===== config.mk =====
export PLATFORM = sky130hd
export DESIGN_NAME = irq_controller
export DESIGN_NICKNAME = d
export VERILOG_FILES = /design/src/rtl/irq_controller.sv
export SDC_FILE = /design/constraint.sdc
export NUM_CORES = 1
export LEC_CHECK = 0
export CAP_MARGIN = 40
export CELL_PAD_IN_SITES_DETAIL_PLACEMENT = 1
export CELL_PAD_IN_SITES_GLOBAL_PLACEMENT = 1
export CORE_MARGIN = 2
export CORE_UTILIZATION = 46
export CTS_BUF_LIST = sky130_fd_sc_hd__clkbuf_16
export DETAILED_ROUTE_END_ITERATION = 8
export DONT_BUFFER_PORTS = 1
export GPL_TIMING_DRIVEN = 0
export HOLD_SLACK_MARGIN = 0.03
export PLACE_DENSITY_LB_ADDON = 0.1
export SYNTH_ARGS = -nofsm -noshare
export SYNTH_HDL_FRONTEND = slang
export SYNTH_SLANG_ARGS = --single-unit

===== constraint.sdc =====
create_clock -name clk -period 1.38 [get_ports clk]
set_input_delay 0.138 -clock clk [delete_from_list [all_inputs] [get_ports clk]]
set_output_delay 0.138 -clock clk [all_outputs]
set_load 0.02 [all_outputs]

===== src/rtl/irq_controller.sv =====
// Prioritising interrupt controller: edge/level request latching, masking,
// nested fixed-priority selection against in-service sources, 4-word bridge window.
module irq_controller #(
  parameter int               N_SRC    = 6,
  parameter logic [N_SRC-1:0] MODE_RST = N_SRC'(6'b000011)
) (
  input  logic             clk,
  input  logic             reset,
  input  logic [N_SRC-1:0] irq_in,
  input  logic             We,
  input  logic [31:0]      ADDR,
  input  logic [31:0]      WD,
  output logic [31:0]      RD,
  output logic [N_SRC-1:0] irq_out,
  output logic             cpu_irq,
  output logic [2:0]       irq_id
);

  logic [1:0]       addr;
  logic             wr_ctrl, wr_mode, wr_pend, wr_isr, claim, eoi;
  logic [N_SRC-1:0] mask, mode, pend, prev, in_service;
  logic             gen;
  logic [N_SRC-1:0] pend_nxt, isr_nxt;
  logic             id_hit, clr;
  logic [N_SRC-1:0] cand_p0;
  logic             sel_vld_p0, blocked;
  logic [2:0]       sel_idx_p0;
  logic [7:0]       isr8;
  logic             unused_bits;

  assign addr        = ADDR[3:2];
  assign unused_bits = ^{ADDR[31:4], ADDR[1:0], WD};
  assign wr_ctrl     = We && (addr == 2'd0);
  assign wr_mode     = We && (addr == 2'd1);
  assign wr_pend     = We && (addr == 2'd2);
  assign wr_isr      = We && (addr == 2'd3);
  assign claim       = wr_isr && !WD[8];
  assign eoi         = wr_isr &&  WD[8];

  // Next pending / in-service; a fresh edge overrides any same-cycle clear.
  // Ids >= N_SRC never match a loop index, so such commands are dropped.
  always_comb begin
    pend_nxt = pend;
    isr_nxt  = in_service;
    id_hit   = 1'b0;
    clr      = 1'b0;
    for (int i = 0; i < N_SRC; i++) begin
      id_hit = (WD[2:0] == 3'(i));
      clr    = (wr_pend && WD[i]) || (claim && id_hit);
      if (mode[i])
        pend_nxt[i] = (irq_in[i] && !prev[i]) || (pend[i] && !clr);
      else
        pend_nxt[i] = irq_in[i];
      if (claim && id_hit)
        isr_nxt[i] = 1'b1;
      else if (eoi && id_hit)
        isr_nxt[i] = 1'b0;
    end
  end

  // Stage p0: scanning upward, the first in-service source blocks everything at or below it.
  always_comb begin
    cand_p0    = pend & mask & {N_SRC{gen}};
    sel_vld_p0 = 1'b0;
    sel_idx_p0 = 3'd0;
    blocked    = 1'b0;
    for (int i = 0; i < N_SRC; i++) begin
      if (!sel_vld_p0 && !blocked) begin
        if (in_service[i]) begin
          blocked = 1'b1;
        end else if (cand_p0[i]) begin
          sel_vld_p0 = 1'b1;
          sel_idx_p0 = 3'(i);
        end
      end
    end
  end

  always_ff @(posedge clk or posedge reset) begin
    if (reset) begin
      mask       <= '0;
      gen        <= 1'b0;
      mode       <= MODE_RST;
      pend       <= '0;
      prev       <= '0;
      in_service <= '0;
      irq_out    <= '0;
      cpu_irq    <= 1'b0;
      irq_id     <= 3'd0;
    end else begin
      if (wr_ctrl) begin
        mask <= WD[N_SRC-1:0];
        gen  <= WD[31];
      end
      if (wr_mode)
        mode <= WD[N_SRC-1:0];
      pend       <= pend_nxt;
      prev       <= irq_in;
      in_service <= isr_nxt;
      // Stage p1: registered request to the CPU.
      irq_out    <= sel_vld_p0 ? (N_SRC'(1) << sel_idx_p0) : '0;
      cpu_irq    <= sel_vld_p0;
      irq_id     <= sel_idx_p0;
    end
  end

  always_comb begin
    RD   = '0;
    isr8 = '0;
    isr8[N_SRC-1:0] = in_service;
    case (addr)
      2'd0: begin
        RD[N_SRC-1:0] = mask;
        RD[31]        = gen;
      end
      2'd1:    RD[N_SRC-1:0] = mode;
      2'd2:    RD[N_SRC-1:0] = pend;
      default: RD = {cpu_irq, 20'b0, irq_id, isr8};
    endcase
  end

endmodule


Word level (Yosys, flattened, before mapping)
Cells that the tools add are included.
Widths: inputs -> output; s select.

operators by class
  reductions and logical operators = 86
  bitwise gates (word level) = 2
  shift operators = 1
  eq/ne operators = 8
  mux-type cells = 63

operator list
  operator             count
  $mux 1               47
  $logic_and 1x1->1    41
  $mux 3               12
  $logic_not 1->1      23
  $pmux 6 s3           1
  $and 6x6->6          2
  $logic_or 1x1->1     12
  $reduce_bool 2->1    6
  $eq 3x2->1 const B   2
  $eq 3x3->1 const B   2
  $mux 6               1
  $shl 1x3->6 const A  1
  $mux 5               1
  $eq 2x2->1 const B   2
  $eq 3x1->1 const B   1
  $logic_not 3->1      1
  $reduce_or 3->1      1
  $eq 2x1->1 const B   1
  $logic_not 2->1      1
  $pmux 1 s2           1
  $reduce_or 2->1      1

storage, ports and cells
  logic and storage cells = 174
  flip-flop bits (word level) = 41
  output and inout port bits = 42
  input bits = 73

Depth between registers and ports, before layout
  depth in word-level cells = 21
  depth in mapped cells = 5

Worst setup path after synthesis
No wires, ideal clock.

  path type = input to output
  start point = input ADDR[3]
  end point = output RD[31]
  path buffers = 2
  stages = 4
  slack = 176 ps
  required time = 1242 ps
  arrival time = 1066 ps
  cells stage by stage = buf_4 buf_4 nand2b_1 o21ai_0

between the ends
  cells in the longest elaborated chain, start to end = 3

ends and longest elaborated chain
  what                                      RTL line  text
  from (decl)                               11        input logic [31:0] ADDR,
  $eq 2x1->1 or $eq 2x2->1 (tied branches)  111       case (addr)
  $reduce_or 2->1 (no source line)          --
  $pmux 1 s2 (*)                            111
  to (decl)                                 13        output logic [31:0] RD,

Every way passes the cells marked *; elsewhere a longest branch is shown, timed or not.

Final worst setup path
  start point = register in_service[0]
  end point = output RD[0]

between the ends
  cells in the longest elaborated chain, start to end = 1

ends and longest elaborated chain
  what                    RTL line  text
  from (decl)             21        logic [N_SRC-1:0] mask, mode, pend, prev, in_service;
  from (signal assigned)  99        in_service <= isr_nxt;
  $pmux 6 s3              111

No other way between the ends.

==> results.yml <==
timing:
  slew-limit-headroom_pct: 43.4
  period_share_pct: 103
  hold_viol_final: 0
  timing.final.setup_violations: 3
  finClkSkew_ns: 0.00249
  max_freq_mhz: 703
  setup_slack_ns: -0.0428
  grt_setup_unrepaired: "true"
  worstMarginPinSlew_ns: 0.847
  fin_crit_ns: 1.42
  drv_slew: 0
route:
  final_antenna_net_count: 0
  firstDrtPassIters: 4
  route.detailed.drc: 0
  wl_per_cell_um: 18.3
  viasPerCell: 5.50
  vias: 1611
  routed_wl_um: 5380
  drtIter0Drc: 44
power_and_ir_drop:
  combPwrFrac_pct: 26.6
  seqPwrFrac_pct: 43.6
  netSwitchingFraction_pct: 30.8
  power.density_nw_per_um2: 1360
  power.internal_mw: 2.53
  p_leak_nw: 1.29
  ir_worst_vdd_mv: 0.629
  clkPwrFrac_pct: 29.8
  switchingPower_mw: 1.12
  power_mw: 3.65
clock_network:
  cts_tree: "built"
  cts_buffers: 5
  root_buffer: "clkbuf_16"
  htreeDepth: 2
  clk_pin_slew_worst_paths_ns: 0.06
  cts.sinks: 41
  clk_latency_ns: 0.28
  cts_buffer_depth: 2
layout:
  layout_common_cells: "buf_4, dfrtp_1, conb_1"
  n_antenna_cell: 0
  post-route-util_pct: 61.1
  finalNetCount: 314
  final_common_cell: "buf_4"
  fill_cells: 482
  drive_gt1_share_pct: 36.1
  syn2layout_area_growth_pct: 26.4
critical_path:
  rr_endpoint: "irq_id[0]$_DFF_PP0_"
  arrival_ns: 1.28
  critical-path-top-delay-family: "multiplexers"
  rrSetupSlack_ns: 0.04
  path_buf_inv: 0
  critPathKind: "reg2out"
  cp_cell_sequence: "mux4_2"
  required_ns: 1.24
  worst_path_max_delay_cell: "mux4_2"
  reg2reg_depth: 4
  worstSetupStartpointType: "flop"
  slowest_delay_ns: 0.56
  worstReg2RegStart: "in_service[0]$_DFFE_PP0P_"
  crit_fanout: 4
  end_kind: "primary output"
logic_synthesis:
  synth_sequential_area_ratio_pct: 48.6
  avgSynthCellArea_um2: 11.6
  yosysUniqueCellTypes: 39
  synth_edf_count: 0
  ys_ff_latch: 41
  synth_ff_type: "dfrtp_1"
  yosysTopAreaCell: "dfrtp_1"
  synth_warnings: 0
  syn_inst: 183
  synth_area_leaders: "dfrtp_1, buf_4, mux2_2"
  syn_area_um2: 2120
  synth_top_area_share_pct: 46.1
  synthArstFlopShare_pct: 100
floorplan:
  core_um2: 4380
  dieArea_um2: 5160
  fp-row-count: 24
  die_w_um: 71.9
  start_util_pct: 48.3
  pin_count: 115
  die_y_um: 71.9
hold_path:
  hold_start: "WD[4]"
  min_path_type: "in2reg"
  min_path_cells: 2
  holdPathEnd: "pend[4]$_DFF_PP0_"
global_routing:
  antenna_found_initial: 0
  grt-ovfl-total: 0
  track_usage_pct: 22.0
  grt_start_max_net_pins: 42
  grt_pass1_wl_um: 8300
  grt_pass1_vias: 1656
place:
  place.gp.congestion: 0.800
  dpl.hpwl_um: 3540
  portBuffers: 0
flow_run:
  cap_viol_max_count: 0
outcome:
  outcome: "finished, violations left"
  violations: "setup timing"
-- power groups by stage --
stage | Sequential (mW) | Clock, mW | Combinational (mW)
floorplan | 1.55 | 0 | 0.607
global placement | 1.61 | 0 | 0.673
detailed placement | 1.62 | 0 | 0.702
CTS | 1.59 | 1.11 | 0.857
global route | 1.62 | 1.16 | 1.04
finish | 1.59 | 1.09 | 0.971
-- layer usage --
layer,global-route usage [%],vias to the layer above,wire length [um]
li1,-,738,-
met1,25.1,810,2160
met2,39.2,57,2850
met3,4.92,6,288
met4,9.64,0,80
met5,0,-,0
-- worst max-delay path by stage --
stage | start | cells after the start | to | slack [ns]
3_5_place_dp | pend[0]$_DFF_PP0_ | 3 | cpu_irq$_DFF_PP0_ | -0.04
6_report | in_service[0]$_DFFE_PP0P_ | 1 | RD[0] | -0.04
2_1_floorplan | ADDR[3] | 4 | RD[31] | 0.18
4_1_cts | in_service[2]$_DFFE_PP0P_ | 1 | RD[2] | -0.05
5_1_grt | in_service[0]$_DFFE_PP0P_ | 1 | RD[0] | -0.06
3_3_place_gp | reset | 1 | pend[0]$_DFF_PP0_ | -0.06
-- metrics by stage --
| stage | hold WS, ns | area (um^2) | worst slack [ns] | cells | setup TNS [ns] |
|---|---|---|---|---|---|
| floorplan | 0.169 | 2200 | 0.176 | 204 | 0 |
| global placement | 0.170 | 2260 | -0.0625 | 256 | -2.42 |
| detailed placement | 0.170 | 2260 | -0.0406 | 256 | -0.0634 |
| CTS | 0.0854 | 2600 | -0.0478 | 284 | -0.173 |
| global route | 0.105 | 2680 | -0.0592 | 293 | -0.262 |
| finish | 0.0920 | 2680 | -0.0428 | 293 | -0.113 |
-- state kept, by name (all words and copies together), names as in the netlist --
signal,flops
irq_out,6
cpu_irq,1
prev,6
mask,6
pend,6
in_service,6
irq_id,3
gen,1
mode,6
-- repair_timing --
item,in CTS,in global routing
cloned,0,0
hold buffers,12,0
setup endpoints to repair,9,11
pin swaps,1,1
hold endpoints to repair,60,0
setup buffers,9,9
gates resized for setup,6,5
-- kinds of logic after synthesis --
logic type | synth area share, %
flops | 48.6
compound gates | 10.6
simple gates | 15.8
buf+inv | 11.6
other cells | 0.177
mux | 13.3
-- final cells by class --
type | count | area, um^2 | share of cell area (%)
timing repair buffer | 30 | 255 | 9.53
multi-input combinational | 127 | 942 | 35.2
clock inverter | 2 | 7.51 | 0.280
sequential | 41 | 1040 | 38.7
tap | 52 | 65.1 | 2.43
clock buffer | 5 | 125 | 4.67
inverter | 4 | 15.0 | 0.561
buffer | 32 | 230 | 8.60
-- synthesized netlist by cell type, types with 2 or more instances --
| library cell | number |
|---|---|
| mux2_2 | 13 |
| nor3b_1 | 2 |
| buf_6 | 2 |
| mux4_2 | 6 |
| nand3b_1 | 2 |
| and3_1 | 4 |
| a22o_1 | 3 |
| and2_1 | 4 |
| buf_4 | 24 |
| a221oi_1 | 4 |
| dfrtp_1 | 39 |
| nor2_1 | 3 |
| a21o_1 | 4 |
| o21ai_0 | 2 |
| clkbuf_1 | 2 |
| o211ai_1 | 3 |
| nand4b_1 | 2 |
| a31oi_1 | 5 |
| nand3_1 | 5 |
| a21oi_1 | 7 |
| dfstp_2 | 2 |
| buf_2 | 4 |
| and3b_1 | 4 |
| nand2_1 | 16 |
| inv_1 | 4 |
| nor2b_1 | 4 |
No activity file was read; power rests on OpenSTA's default activity.
